**src/rtl/fetch_sequencer.sv**
```systemverilog
// Instruction fetch sequencer: owns the PC, issues one imem request at a time, buffers returned words for decode.
// Optional IFETCH_SKID_BUF_EN: two-entry buffer so the next fetch can overlap a decode stall.
module fetch_sequencer #(
    parameter logic [31:0] RESET_PC = 32'h0000_0000
) (
    input  logic        i_Clk_1,
    input  logic        i_RstN_1,
    output logic        o_IMemReq_1,
    output logic [31:0] o_IMemAddr_32,
    input  logic        i_IMemAck_1,
    input  logic        i_IMemRValid_1,
    input  logic [31:0] i_IMemRData_32,
    input  logic        i_Redirect_1,
    input  logic [31:0] i_RedirectAddr_32,
    input  logic        i_WaitLoad_1,
    output logic        o_InstValid_1,
    output logic [31:0] o_Inst_32,
    output logic [31:0] o_InstPC_32,
    output logic [31:0] o_InstPCPlus4_32,
    input  logic        i_DecodeReady_1
);

`ifdef IFETCH_SKID_BUF_EN
    localparam int unsigned DEPTH = 2;
`else
    localparam int unsigned DEPTH = 1;
`endif
    localparam int unsigned CW  = $clog2(DEPTH + 1);
    localparam logic [31:0] NOP = 32'h0000_0013;

    typedef enum logic [1:0] {ST_IDLE, ST_CHECK, ST_REQ, ST_WAIT} state_t;

    state_t        r_State;
    state_t        w_StateNext;
    logic [31:0]   r_Pc;
    logic          r_Kill;
    logic          w_KillNext;
    logic [CW-1:0] r_Count;
    logic [31:0]   r_BufInst [DEPTH];
    logic [31:0]   r_BufPc   [DEPTH];

    logic          w_RspIn;
    logic          w_Push;
    logic          w_Pop;
    logic          w_InstValid;
    logic [CW-1:0] w_OccNext;
    logic [CW-1:0] w_WrIdx;
    logic          w_Go;

    assign w_RspIn     = (r_State == ST_WAIT) && i_IMemRValid_1;
    assign w_Push      = w_RspIn && !r_Kill;
    assign w_InstValid = (r_Count != '0);
    assign w_Pop       = w_InstValid && i_DecodeReady_1;
    assign w_WrIdx     = r_Count - CW'(w_Pop);

    // Occupancy as it will be next cycle; issuing against it keeps room for the response.
    always_comb begin
        w_OccNext = r_Count + CW'(w_Push) - CW'(w_Pop);
        if (i_Redirect_1) begin
            w_OccNext = '0;
        end
    end

    assign w_Go = (w_OccNext < CW'(DEPTH)) && !i_WaitLoad_1;

    always_comb begin
        w_StateNext = r_State;
        case (r_State)
            ST_IDLE:  w_StateNext = ST_CHECK;
            ST_CHECK: if (w_Go) w_StateNext = ST_REQ;
            ST_REQ:   if (i_IMemAck_1) w_StateNext = ST_WAIT;
            ST_WAIT:  if (i_IMemRValid_1) w_StateNext = w_Go ? ST_REQ : ST_CHECK;
            default:  w_StateNext = ST_IDLE;
        endcase
    end

    // Kill marks a request still in flight past a redirect; a response landing this cycle closes it instead.
    always_comb begin
        w_KillNext = r_Kill;
        if (w_RspIn) begin
            w_KillNext = 1'b0;
        end
        if (i_Redirect_1 && (((r_State == ST_WAIT) && !i_IMemRValid_1) ||
                             ((r_State == ST_REQ) && i_IMemAck_1))) begin
            w_KillNext = 1'b1;
        end
    end

    always_ff @(posedge i_Clk_1 or negedge i_RstN_1) begin
        if (!i_RstN_1) begin
            r_State <= ST_IDLE;
            r_Pc    <= RESET_PC;
            r_Kill  <= 1'b0;
            r_Count <= '0;
        end else begin
            r_State <= w_StateNext;
            r_Kill  <= w_KillNext;
            r_Count <= w_OccNext;
            if (i_Redirect_1) begin
                r_Pc <= {i_RedirectAddr_32[31:2], 2'b00};
            end else if (w_Push) begin
                r_Pc <= r_Pc + 32'd4;
            end
        end
    end

    always_ff @(posedge i_Clk_1 or negedge i_RstN_1) begin
        if (!i_RstN_1) begin
            for (int unsigned i = 0; i < DEPTH; i++) begin
                r_BufInst[i] <= '0;
                r_BufPc[i]   <= '0;
            end
        end else if (!i_Redirect_1) begin
            for (int unsigned i = 0; i + 1 < DEPTH; i++) begin
                if (w_Pop) begin
                    r_BufInst[i] <= r_BufInst[i+1];
                    r_BufPc[i]   <= r_BufPc[i+1];
                end
            end
            for (int unsigned i = 0; i < DEPTH; i++) begin
                if (w_Push && (i == 32'(w_WrIdx))) begin
                    r_BufInst[i] <= i_IMemRData_32;
                    r_BufPc[i]   <= r_Pc;
                end
            end
        end
    end

    assign o_IMemReq_1      = (r_State == ST_REQ);
    assign o_IMemAddr_32    = r_Pc;
    assign o_InstValid_1    = w_InstValid;
    assign o_Inst_32        = w_InstValid ? r_BufInst[0] : NOP;
    assign o_InstPC_32      = w_InstValid ? r_BufPc[0] : '0;
    assign o_InstPCPlus4_32 = o_InstPC_32 + 32'd4;

endmodule

```
**config.mk**
```make
export PLATFORM = sky130hd
export DESIGN_NAME = fetch_sequencer
export DESIGN_NICKNAME = d
export VERILOG_FILES = /design/src/rtl/fetch_sequencer.sv
export SDC_FILE = /design/constraint.sdc
export NUM_CORES = 1
export LEC_CHECK = 0
export CAP_MARGIN = 5
export CORE_MARGIN = 1.5
export CORE_UTILIZATION = 45
export DETAILED_ROUTE_END_ITERATION = 10
export HOLD_SLACK_MARGIN = 0.1
export PLACE_DENSITY_LB_ADDON = 0.08
export SKIP_CTS_REPAIR_TIMING = 1
export SYNTH_ARGS = -nofsm -noshare
export SYNTH_HDL_FRONTEND = slang
export SYNTH_SLANG_ARGS = --single-unit
```
**constraint.sdc**
```tcl
create_clock -name i_Clk_1 -period 3.2 [get_ports i_Clk_1]
set_input_delay 0.32 -clock i_Clk_1 [delete_from_list [all_inputs] [get_ports i_Clk_1]]
set_output_delay 0.32 -clock i_Clk_1 [all_outputs]
set_load 0.01 [all_outputs]
```
==> flow_summary_export.csv <==
group,metric,value,unit
logic_synthesis,synth_most_common_cell,"dfrtp_1",
place,gp_congestion,0.8106,
finish,drive_gt1_frac,0.1463,
drt,drt_iter0_markers,290,
sta,worstMarginPinSlew,0.8073,ns
worst_setup_path,cp_max_fo,5,
sta,timing.final.crit_share,0.9524,
grt,gr-usage-all-layers,0.2325,
sta,tns,0,ns
logic_synthesis,synth.largest_area_cell,"dfrtp_1",
logic_synthesis,syn_area_per_cell,10.30,µm²
logic_synthesis,synth_top_cell_area_share,0.4548,
logic_synthesis,synthTopCellsByCount,"dfrtp_1, mux2_2, and2_1",
worst_setup_path,crit_path_max_incr_delay,0.58,ns
sta,worst_slack,0.1524,ns
drt,dr_wl_met2,6974,µm
sta,setup_viol,0,
finish,antenna_cells_inserted,0,
drt,wl_per_cell,16.75,µm
grt,grt_pass1_wl,23180,µm
sta,slew_headroom,0.4618,
grt,overflow,0,
floorplan,dieHeight,111.3,µm
sta,rsz0062_at_grt,"false",
sta,finalHoldViolCount,0,
logic_synthesis,syn_area,0.005283,mm²
drt,drc,0,
cts,cts_root_buf,"clkbuf_16",
logic_synthesis,ys_types,39,
pwr,p_leak,0.003023,µW
grt,grt_pass1_vias,4598,
logic_synthesis,ys_async_sr_fraction,1.000,
logic_synthesis,yosysSeqAreaShare,0.4548,
floorplan,io_pins,201,
grt,antenna_found_initial,0,
finish,area_growth,43.49,%
run,cap_violations,0,
worst_setup_path,worstSetupPathType,"reg2out",
drt,antenna_left,0,
worst_setup_path,worstSetupEndpointType,"output pin",
floorplan,die_w,111.3,µm
logic_synthesis,synth_edf_count,0,
sta,holdWs,0.06070,ns
drt,met1Wirelength,5764,µm
cts,cts_tree,"done",
logic_synthesis,synthCells,513,
sta,max_freq,0.3281,GHz
drt,via_per_inst,5.367,
cts,cts_sinks,96,
cts,insertion_delay,0.35,ns
drt,num_vias,4508,
sta,slew_viol_final,0,
place,pre_cts_ws,0.4016,ns
sta,skew,0.007015,ns
sta,min_period,3.048,ns
logic_synthesis,yosys_warnings,0,
cts,clk_path_buf_depth,2,
floorplan,core_area,0.01142,mm²
drt,totalWireLength,14070,µm
worst_setup_path,slowest_stage,"clkdlybuf4s50_1",
pwr,max-vdd-ir-drop,344.1,µV
worst_setup_path,crit_arrival,2.73,ns
grt,grt_max_degree,65,
hold_path,holdCritPathClass,"in2async",
logic_synthesis,ys_ff_latch,96,
drt,top_layer,"met4",
pwr,p_total,4434,µW
finish,nets,766,
logic_synthesis,synthFlopType,"dfrtp_1",
drt,wl_met3,958,µm
cts,htreeDepth,3,
floorplan,dieArea,0.01240,mm²
drt,firstDrtPassIters,4,
cts,cts-buffers-inserted,9,
worst_setup_path,cp.required,2.88,ns
pwr,p_per_area,585.0,mW/mm²
worst_setup_path,crit_chain,"and2_1, ha_1, nand3_2, or2_2, nor2_2, nand4_1, xnor2_1, clkdlybuf4s50_1",
cts,clk_pin_slew,0.07,ns
floorplan,initial_core_util,0.4626,
floorplan,rows,39,
place,portBuffers,192,
logic_synthesis,yosys-top-cells-area,"dfrtp_1, mux2_2, and2_1, xnor2_1, xor2_1",
place,hpwl,10320,µm
worst_setup_path,worstSetupStartpointType,"register",
outcome,status,"completed",
[cell type report]
| type | instances | area (µm²) |
|---|---|---|
| fill | 955 | 3839 |
| clock inverter | 4 | 30.03 |
| sequential | 96 | 2404 |
| multi-input combinational | 383 | 2705 |
| clock buffer | 11 | 252.7 |
| timing repair buffer | 198 | 1991 |
| inverter | 5 | 18.77 |
| tap | 143 | 178.9 |
[layer usage]
layer,GRT usage,vias to the layer above
met5,0,-
met3,0.05988,28
met2,0.3947,165
met4,0.08692,0
met1,0.2865,2195
li1,-,2120
[final timing paths]
kind / from / cells past startpoint / slack, ns / end
max: o_InstValid_1 / 8 / 0.15 / o_InstPCPlus4_32[16]
min: i_RstN_1 / 1 / 0.06 / o_IMemAddr_32[27]
max reg2reg: r_State[0] / 4 / 0.98 / r_BufInst[2]
min reg2reg: r_BufInst[14] / 1 / 0.50 / r_BufInst[14]
max in group asynchronous: i_RstN_1 / 2 / 2.46 / r_BufInst[25]
min in group i_Clk_1: r_BufInst[14] / 1 / 0.50 / r_BufInst[14]
[kinds of logic after synthesis]
kind of cell | Yosys count | share of synthesized area
xor+xnor | 57 | 0.09450
buf+inv | 39 | 0.04145
other cells | 1 | 0.0007099
mux | 63 | 0.1341
fa+ha+maj | 2 | 0.004736
simple gates | 220 | 0.2342
compound gates | 35 | 0.03553
flops | 96 | 0.4548
[flip-flops by register name (all words and copies together), names as in the netlist]
signal         cells
r_BufInst         32
o_InstValid_1      1
r_State            2
o_IMemAddr_32     30
r_Kill             1
r_BufPc           30
[worst max-delay path, delay by kind of cell, from the launching register on]
family	cells	cell delay, ns
xor+xnor	1	0.16
buf+inv	1	0.58
flops	1	0.42
simple gates	5	1.01
fa+ha+maj	1	0.22
[stage by stage]
| stage | area [µm²] | utilization | instances |
|---|---|---|---|
| floorplan | 5301 | - | 518 |
| global placement | 7271 | 0.6368 | 825 |
| detailed placement | 7271 | 0.6368 | 825 |
| CTS | 7553 | 0.6615 | 840 |
| global route | 7580 | 0.6638 | 840 |
| finish | 7580 | 0.6638 | 840 |
[where the power goes]
part           switching [µW]  internal (µW)  total, µW
clock                     469            567       1040
sequential                374           1660       2030
combinational             534            835       1370
total                    1380           3060       4430
[placed cells by master, fill, tap and decap left out, types with 2 or more instances in the layout]
cell type        count
inv_1                5
nor2_1               9
nor4_2               2
o21ai_1              4
and2_1              60
buf_4                4
xor2_1              22
nand2b_1             5
or2_2                2
nor2b_1              4
conb_1               6
nand3_2              4
dfrtp_1             95
and2_0               5
clkbuf_8             2
o21ai_0             26
nand4_1             16
nand3_1             20
and4_1               5
a31oi_1              2
clkinv_4             2
and3_1              12
nand2_1             51
nor3_1               7
mux2_2              62
clkbuf_16            9
clkdlybuf4s50_1    189
buf_12               2
nor4_1               8
xnor2_1             35
nor3_2               2
ha_1                 2
(Power assumes the default switching activity.)
